--- src/rtl/ctrl_cell_pkg.sv ---
// Constants and helpers shared between the cell array and its parameter dispatcher.
package ctrl_cell_pkg;
  localparam int CELL_MSB    = 31;
  localparam int CELL_ADDR_W = 3;

  typedef enum logic {ST_EMPTY, ST_HEAD} issue_st_e;

  function automatic int clog2(input int v);
    int r;
    r = 0;
    while ((1 << r) < v) r++;
    return r;
  endfunction
endpackage

--- src/rtl/param_fifo.sv ---
// Synchronous FIFO with wrap-bit pointers and a registered occupancy count.
module param_fifo import ctrl_cell_pkg::*; #(
  parameter int W     = 35,
  parameter int DEPTH = 4
) (
  input  logic                  clk,
  input  logic                  rst,
  input  logic                  wr_en,
  input  logic [W-1:0]          wr_data,
  input  logic                  rd_en,
  output logic [W-1:0]          rd_data,
  output logic [clog2(DEPTH):0] count
);
  localparam int AW = clog2(DEPTH);

  logic [W-1:0] mem [DEPTH];
  logic [AW:0]  wp, rp;

  assign rd_data = mem[rp[AW-1:0]];

  always_ff @(posedge clk)
    if (wr_en) mem[wp[AW-1:0]] <= wr_data;

  always_ff @(posedge clk or posedge rst)
    if (rst) begin
      wp    <= '0;
      rp    <= '0;
      count <= '0;
    end else begin
      if (wr_en) wp <= wp + 1'b1;
      if (rd_en) rp <= rp + 1'b1;
      case ({wr_en, rd_en})
        2'b10:   count <= count + 1'b1;
        2'b01:   count <= count - 1'b1;
        default: count <= count;
      endcase
    end
endmodule

--- src/rtl/cell_param_dispatch.sv ---
// Queues host parameter writes and strobes them into cells, deferring while the
// target cell has data arriving (param_en would otherwise drop that sample).
module cell_param_dispatch import ctrl_cell_pkg::*; #(
  parameter int MSB        = CELL_MSB,
  parameter int N_CELLS    = 8,
  parameter int ADDR_W     = CELL_ADDR_W,
  parameter int FIFO_DEPTH = 4,
  parameter int MAX_DEFER  = 15
) (
  input  logic                       clk,
  input  logic                       rst,
  input  logic                       wr_valid,
  output logic                       wr_ready,
  input  logic [ADDR_W-1:0]          wr_addr,
  input  logic [MSB:0]               wr_data,
  input  logic [N_CELLS-1:0]         data_en_next,
  output logic [MSB:0]               param_out,
  output logic [N_CELLS-1:0]         param_en,
  output logic                       forced,
  output logic                       err_bad_addr,
  input  logic                       err_clr,
  output logic [clog2(FIFO_DEPTH):0] fifo_count
);
  localparam int AW = clog2(FIFO_DEPTH);
  localparam int DW = (MAX_DEFER < 1) ? 1 : clog2(MAX_DEFER + 1);
  localparam int EW = ADDR_W + MSB + 1;

  issue_st_e          st;
  logic [DW-1:0]      defer;
  logic [EW-1:0]      head;
  logic [ADDR_W-1:0]  head_addr;
  logic [MSB:0]       head_data;
  logic [N_CELLS-1:0] sel;
  logic               xfer, bad, push, blk, issue;

  // wr_ready looks only at the registered count; full means count == DEPTH.
  assign wr_ready  = !fifo_count[AW];
  assign xfer      = wr_valid && wr_ready;
  assign bad       = int'(wr_addr) >= N_CELLS;
  assign push      = xfer && !bad;
  assign {head_addr, head_data} = head;

  always_comb begin
    sel = '0;
    for (int i = 0; i < N_CELLS; i++) sel[i] = (int'(head_addr) == i);
  end

  assign blk   = |(data_en_next & sel);
  assign issue = (st == ST_HEAD) && (!blk || defer == DW'(MAX_DEFER));

  param_fifo #(.W(EW), .DEPTH(FIFO_DEPTH)) u_fifo (
    .clk     (clk),
    .rst     (rst),
    .wr_en   (push),
    .wr_data ({wr_addr, wr_data}),
    .rd_en   (issue),
    .rd_data (head),
    .count   (fifo_count)
  );

  always_ff @(posedge clk or posedge rst)
    if (rst) begin
      st           <= ST_EMPTY;
      defer        <= '0;
      param_en     <= '0;
      param_out    <= '0;
      forced       <= 1'b0;
      err_bad_addr <= 1'b0;
    end else begin
      param_en <= '0;
      forced   <= 1'b0;
      // A new bad write outranks a coincident clear.
      if (xfer && bad)  err_bad_addr <= 1'b1;
      else if (err_clr) err_bad_addr <= 1'b0;
      case (st)
        ST_EMPTY: begin
          defer <= '0;
          if (push) st <= ST_HEAD;
        end
        ST_HEAD: begin
          if (issue) begin
            param_en  <= sel;
            param_out <= head_data;
            forced    <= blk;
            defer     <= '0;
            if (fifo_count == {{AW{1'b0}}, 1'b1} && !push) st <= ST_EMPTY;
          end else begin
            defer <= defer + 1'b1;
          end
        end
        default: st <= ST_EMPTY;
      endcase
    end
endmodule

--- config.mk ---
export PLATFORM = sky130hd
export DESIGN_NAME = cell_param_dispatch
export DESIGN_NICKNAME = d
export VERILOG_FILES = /design/src/rtl/ctrl_cell_pkg.sv /design/src/rtl/param_fifo.sv /design/src/rtl/cell_param_dispatch.sv
export SDC_FILE = /design/constraint.sdc
export NUM_CORES = 1
export LEC_CHECK = 0
export CAP_MARGIN = 5
export CORE_MARGIN = 3
export CORE_UTILIZATION = 45
export CTS_CLUSTER_SIZE = 14
export DETAILED_ROUTE_END_ITERATION = 8
export GPL_TIMING_DRIVEN = 0
export PLACE_DENSITY = 0.67
export SKIP_CTS_REPAIR_TIMING = 1
export SLEW_MARGIN = 10
export SYNTH_ARGS = -nofsm -noshare
export SYNTH_HDL_FRONTEND = slang
export SYNTH_SLANG_ARGS = --single-unit
--- constraint.sdc ---
create_clock -name clk -period 6.1 [get_ports clk]
set_clock_uncertainty 0.15 [all_clocks]
set_input_delay 0.915 -clock clk [delete_from_list [all_inputs] [get_ports clk]]
set_output_delay 0.915 -clock clk [all_outputs]
set_load 0.005 [all_outputs]
==> results of run 1 <==
sequential cells by signal, indices dropped and copies added (netlist names):
signal,flops
u_fifo.mem,140
param_out,32
param_en,8
defer,4
u_fifo.count,3
u_fifo.rp,2
u_fifo.wp,2
forced,1
st,1
where the power goes:
| part | total [µW] | switching (µW) | internal, µW |
|---|---|---|---|
| clock network | 1190 | 450 | 745 |
| registers | 1860 | 133 | 1730 |
| logic | 1850 | 749 | 1100 |
| total | 4900 | 1330 | 3570 |
cell usage after synthesis (all sizes together), types with 3 or more instances:
| library cell | instances | area share, % |
|---|---|---|
| edfxtp | 140 | 56 |
| dfrtp | 53 | 18 |
| mux4 | 35 | 11 |
| mux2 | 32 | 6.3 |
| nor2 | 10 | 0.50 |
| ha | 9 | 1.5 |
| inv | 9 | 0.45 |
| clkbuf | 8 | 0.42 |
| o21ai | 7 | 0.47 |
| buf | 6 | 1.2 |
| nand2 | 6 | 0.30 |
| xnor2 | 6 | 0.71 |
| and2 | 5 | 0.42 |
| mux2i | 5 | 0.84 |
| nor3 | 4 | 0.27 |
| nor2b | 3 | 0.25 |
final cells by class:
class	instances	share of cell area, %
flip-flops and latches	193	59.1
clock inverters	12	2.00
inverters	9	0.361
well taps	216	2.89
plain buffers	14	1.30
repair buffers	95	10.7
multi-input cells	135	18.8
clock buffers	20	4.88
logic make-up (layout without fill, tap and decap cells):
family / after synthesis / after routing / share of synthesized area [%]
DFF: 193 / 193 / 74.3
and+or+nand+nor: 33 / 33 / 2.15
AOI/OAI and AO/OA: 12 / 12 / 1.28
muxes: 72 / 72 / 17.7
buffers and inverters: 23 / 150 / 2.08
adders and majority gates: 9 / 9 / 1.51
xor gates and xnor gates: 8 / 8 / 0.941
other: 1 / 1 / 0.0504
per-layer routing:
metal	vias up	global-route usage (%)	part of all wire (%)
met5	-	0	0
met2	106	24.9	50
met3	15	3.73	4.9
met1	1852	21.1	44
met4	0	5.09	1.4
li1	1601	-	-
worst max-delay path by stage:
| stage | startpoint | end | slack [ns] | cells past startpoint |
|---|---|---|---|---|
| after global placement | wr_valid | u_fifo.mem[0][26]$_DFFE_PP_ | 2.11 | 4 |
| after detailed placement | data_en_next[7] | u_fifo.count[2]$_DFFE_PP0P_ | 2.89 | 9 |
| after CTS | u_fifo.rp[0]$_DFFE_PP0P_ | u_fifo.count[2]$_DFFE_PP0P_ | 2.90 | 11 |
| after global routing | u_fifo.rp[0]$_DFFE_PP0P_ | u_fifo.count[2]$_DFFE_PP0P_ | 2.75 | 11 |
| final | u_fifo.rp[0]$_DFFE_PP0P_ | u_fifo.count[2]$_DFFE_PP0P_ | 2.96 | 11 |
| after floorplan | u_fifo.rp[0]$_DFFE_PP0P_ | u_fifo.count[2]$_DFFE_PP0P_ | 3.34 | 11 |
per-stage QoR:
step                      hold WS [ns]  worst slack [ns]  util (%)  cells  power, µW
after floorplan                  0.292              3.34         -    351       3140
after global placement           0.311              2.11      53.6    657       3690
after detailed placement         0.344              2.89      54.3    662       3770
after CTS                        0.355              2.90      58.3    694       4980
after global routing             0.376              2.75      58.3    694       5160
final                            0.358              2.96      58.3    694       4900
worst max-delay path: cells and delay by family (launching register included):
family | cells | cell delay (ns)
mux | 3 | 0.98
compound gates | 2 | 0.60
buf+inv | 3 | 0.54
flops | 1 | 0.34
fa+ha+maj | 1 | 0.21
xor+xnor | 1 | 0.12
simple gates | 1 | 0.07
==> key figures, run 1 <==
Run status
  • Status: complete, no violations

Timing
  • RSZ-0062 raised after global routing: no
  • Slew Limit Fails: 0
  • Setup TNS: 0 ns
  • Slew HR: approximately two fifths
  • Minimum clock period: 3.14 ns
  • Worst-margin pin slew: 0.918 ns
  • F_max: between 0.3 and 0.4 GHz
  • Final Cycle Share: between 50% and 60%
  • Final Hold Vio Count: 0
  • Final setup viols: 0

Setup path
  • Reg2reg setup slack: 2.96 ns
  • CP Launch Type: flip-flop
  • Cell depth of the worst flop-to-flop path: 11
  • Critical path arrival: 3.29 ns
  • Critical-path top delay cell: mux4_2
  • CP max stage delay: about 0.53 ns
  • Critical Path Fanout Max: 10
  • Cells along the critical path: buf_6 -> mux4_2 -> buf_6 -> mux2i_1 -> a22oi_2 -> a31oi_4 -> buf_12 -> ha_1 -> mux2i_1 -> nor2_1 -> xnor2_1
  • RR Startpoint: u_fifo.rp[0]$_DFFE_PP0P_
  • CP Capture Type: flip-flop
  • Kind of critical path: reg2reg
  • R2r endpoint: u_fifo.count[2]$_DFFE_PP0P_
  • CP required: 6.25 ns

Floorplan
  • Starting Density: 46.4%
  • Die Span X: 135 µm
  • Die area: 18100 µm²
  • Num ports: 93
  • Die Y: 135 µm
  • # rows: 46
  • Core area: 16100 µm²

Yosys
  • Main synth FF type: edfxtp_1
  • Area of the mapped netlist: between 7000 and 8000 µm²
  • Post-synthesis register bit count: roughly 190
  • Syn Nets: 407
  • Post-synthesis sequential area ratio: around 74%
  • YS warnings: 0
  • Yosys cell types: 31
  • Syn_area_per_cell: between 20 and 25 µm²
  • EDFF count, synth: 140
  • Ys async rst share: 27.5%
  • Cell count after synthesis: 351

Final layout
  • Post-route cell area: roughly 9400 µm²
  • ANT cells: 0
  • Layout cell share with drive strength beyond 1: approximately a quarter
  • Layout area overhead: 25.8%
  • Most frequent cells in the layout: edfxtp_1 (140), clkdlybuf4s50_1 (90), dfrtp_1 (53), mux4_2 (35), mux2_4 (28)
  • Register Area: approximately 5500 µm²
  • Fillers: 1169
  • Commonest non-fill, non-tap cell in the layout: edfxtp_1
  • Nets: 521
  • Multi-input gate area: 1760 µm²

Place
  • I/O Buffers: 90
  • Final GP Congestion: 0.786
  • Placed Area: around 8700 µm²
  • Placed wire-length estimate: 8390 µm

Global routing
  • Vias in the first global route: 3822
  • Largest net degree at the start of global routing: 31
  • GR Util All Layers: 15.5%
  • First-pass GRT wire length: 21000 µm
  • Initial antenna violation count: 0
  • Grt ovf: 0

Clocking
  • Worst-Skew Late Latency: 0.42 ns
  • CTS root buf: clkbuf_16
  • TritonCTS clock tree: yes
  • Max Root-Sink Buffers: 2
  • Clock Sinks: approximately 190
  • CTS clk-pin slew, worst paths: about 0.060 ns
  • Clock buffer count from CTS: 17
  • H-Tree Depth: 4

Pwr
  • Pleak: ~0.0034 µW
  • Worst vdd ir: 0.000219 V
  • PD cells: approximately 520 nW/µm²

Hold path
  • Hold depth: 1
  • Worst Hold End: defer[0]$_DFF_PP0_
  • HP Class: reg2reg
  • Min-delay src: defer[0]$_DFF_PP0_

Drt
  • WL/cell: ~19 µm
  • Antenna Violating Nets Remaining: 0
  • Vias per cell: 5.15
  • Pre-antenna DRT Iters: 4
  • DRC: 0
  • Final wirelength: 13200 µm
  • Vias: 3574
  • DR iter-0 viols: 187

Run
  • Max cap viols: 0
No activity file was read; power rests on OpenSTA's default activity.
==> run 2: changes to the inputs <==
PLACE_DENSITY = 0.69   (was 0.67)
clock period = 2.61 ns   (was 6.1 ns; I/O delays follow)
==> run 2 against run 1 <==
Net effect: the flow now finishes with violations (setup timing); clock power rose by 110%; register-to-register slack got worse by 3.2 ns; first-iteration DRC count fell by 4.8%; via count barely moved.
==> key figures, run 2 (same netlist as run 1, synthesis figures left out) <==
Run status
  • Status: finished, violations left (was complete, no violations)
  • Failing checks: setup timing

Timing
  • Slew HR: 42.2% (was 38.8%)
  • Minimum clock period: 2.81 ns (was 3.14 ns)
  • Final setup viols: 33 (was 0)
  • Final Hold Vio Count: 0 (unchanged)
  • F_max: 0.356 GHz (was 0.319 GHz)
  • Final Cycle Share: 108% (was 51.4%)
  • Worst-margin pin slew: 0.867 ns (was 0.918 ns)
  • Worst setup margin: -0.201 ns (was 2.96 ns)
  • Slew Limit Fails: 0 (unchanged)
  • RSZ-0062 raised after global routing: yes (was no)

Pwr
  • PD cells: 1230 nW/µm² (was 524 nW/µm²)
  • Worst vdd ir: 0.000646 V (was 0.000219 V)
  • Pleak: 0.00342 µW (was 0.00341 µW)

Drt
  • Final wirelength: 13400 µm (was 13200 µm)
  • Vias: 3575 (was 3574)
  • DRC: 0 (unchanged)
  • WL/cell: 19.1 µm (about the same)
  • Vias per cell: 5.08 (was 5.15)
  • Pre-antenna DRT Iters: 5 (was 4)
  • Antenna Violating Nets Remaining: 0 (unchanged)
  • DR iter-0 viols: 178 (was 187)

Setup path
  • Cell mode on critical path: buf_8
  • Critical path arrival: 2.98 ns (was 3.29 ns)
  • Critical-path top delay cell: mux4_2 (unchanged)
  • Kind of critical path: reg2reg (unchanged)
  • CP Capture Type: flip-flop (unchanged)
  • Cells along the critical path: buf_8 -> mux4_2 -> buf_8 -> mux2i_2 -> a22oi_2 -> a31oi_4 -> buf_12 -> ha_4 -> mux2i_1 -> nor2_1 -> xnor2_1 (was buf_6 -> mux4_2 -> buf_6 -> mux2i_1 -> a22oi_2 -> a31oi_4 -> buf_12 -> ha_1 -> mux2i_1 -> nor2_1 -> xnor2_1)
  • Critical Path Fanout Max: 6 (was 10)
  • CP max stage delay: 0.52 ns (was 0.53 ns)
  • CP Launch Type: flip-flop (unchanged)
  • CP required: 2.77 ns (was 6.25 ns)

Clocking
  • Worst-Skew Late Latency: 0.42 ns (about the same)
  • H-Tree Depth: 4 (unchanged)
  • CTS clk-pin slew, worst paths: 0.07 ns (was 0.06 ns)
  • CTS root buf: clkbuf_16 (unchanged)
  • Clock Sinks: 193 (unchanged)
  • Clock buffer count from CTS: 17 (unchanged)
  • TritonCTS clock tree: yes (unchanged)
  • Max Root-Sink Buffers: 2 (unchanged)

Final layout
  • Final Core Density: 58.6% (was 58.3%)
  • ANT cells: 0 (unchanged)
  • Fillers: 1160 (was 1169)
  • Layout cell share with drive strength beyond 1: 27.0% (was 24.7%)
  • Register Area: 5530 µm² (unchanged)
  • Multi-input gate area: 1810 µm² (was 1760 µm²)
  • Layout area overhead: 26.5% (was 25.8%)
  • Most frequent cells in the layout: edfxtp_1 (140), clkdlybuf4s50_1 (90), dfrtp_1 (53), mux4_2 (35), mux2_4 (28) (unchanged)
  • Nets: 531 (was 521)
  • Max reg flops: 140 (unchanged)
  • Commonest non-fill, non-tap cell in the layout: edfxtp_1 (unchanged)

Global routing
  • Largest net degree at the start of global routing: 33 (was 31)
  • GR Util All Layers: 15.7% (was 15.5%)
  • Initial antenna violation count: 0 (unchanged)
  • Grt ovf: 0 (unchanged)
  • First-pass GRT wire length: 21100 µm (was 21000 µm)
  • Vias in the first global route: 3810 (was 3822)

Floorplan
  • # rows: 46 (unchanged)
  • Die Span X: 135 µm (unchanged)
  • Starting Density: 46.4% (unchanged)
  • Core area: 16100 µm² (unchanged)
  • Die Y: 135 µm (unchanged)
  • Num ports: 93 (unchanged)
  • Die area: 18100 µm² (unchanged)

Hold path
  • HP Class: in2async (was reg2reg)

Place
  • Place WS: -0.439 ns (was 2.89 ns)
  • Final GP Congestion: 0.737 (was 0.786)
  • Placed wire-length estimate: 8510 µm (was 8390 µm)
  • I/O Buffers: 90 (unchanged)

Run
  • Max cap viols: 0 (unchanged)
[run 2: cell count changes in the layout (fill, tap and decap cells not counted), sizes merged]
cell	before	now
buf	11	22
bufinv	5	2
inv	9	12
clkinvlp	0	1
clkbuf	28	26
[run 2: worst paths after layout]
| path | startpoint | end | slack, ns | depth (start not counted) |
|---|---|---|---|---|
| max | u_fifo.rp[0]$_DFFE_PP0P_ | u_fifo.count[2]$_DFFE_PP0P_ | -0.20 | 11 |
| min | rst | u_fifo.count[2]$_DFFE_PP0P_ | 0.16 | 2 |
| max reg2reg | u_fifo.rp[0]$_DFFE_PP0P_ | u_fifo.count[2]$_DFFE_PP0P_ | -0.20 | 11 |
| min reg2reg | defer[0]$_DFF_PP0_ | defer[0]$_DFF_PP0_ | 0.35 | 1 |
| max in group asynchronous | rst | param_out[14]$_DFFE_PP0P_ | 1.58 | 3 |
| min in group clk | defer[0]$_DFF_PP0_ | defer[0]$_DFF_PP0_ | 0.35 | 1 |
[run 2: power by group]
| part | switching (µW) | leakage, µW | internal (µW) |
|---|---|---|---|
| clock | 1080 | 0.000278 | 1410 |
| sequential | 318 | 0.00191 | 4030 |
| combinational | 1850 | 0.00123 | 2850 |
| total | 3250 | 0.00342 | 8300 |
[run 2: worst max-delay path: cells and delay by family, from the launching register on]
| kind | cells | cell delay [ns] |
|---|---|---|
| simple gates | 1 | 0.09 |
| xor+xnor | 1 | 0.12 |
| compound gates | 2 | 0.44 |
| buf+inv | 3 | 0.45 |
| mux | 3 | 0.97 |
| flops | 1 | 0.37 |
| fa+ha+maj | 1 | 0.13 |
[run 2: stage by stage]
stage	hold slack, ns	instances	setup TNS [ns]	area [µm²]	power, µW
after floorplan	0.292	351	-0.0988	7460	7370
after global placement	0.307	657	-149.38	8630	8680
after detailed placement	0.327	662	-6.69	8740	8880
after CTS	0.162	694	-6.95	9310	11400
after global routing	0.186	704	-7.04	9420	12100
final	0.161	704	-4.51	9420	11600
[run 2: layout make-up]
type | count | area share (%)
flip-flops and latches | 193 | 58.7
multi-input cells | 135 | 19.2
repair buffers | 105 | 11.5
clock buffers | 19 | 4.60
well taps | 216 | 2.87
clock inverters | 13 | 1.45
plain buffers | 14 | 1.37
inverters | 9 | 0.359
[run 2: layer usage]
layer / part of all wire [%] / GRT usage (%)
met5: 0 / 0
met1: 42 / 19.9
met4: 1.3 / 5.26
met2: 52 / 26.6
met3: 5.1 / 4.14
==> run 3: changes to the inputs <==
CAP_MARGIN = default   (was 5)
==> results of run 3 <==
The final DEF is identical to that of run 2; final timing and power are the same.
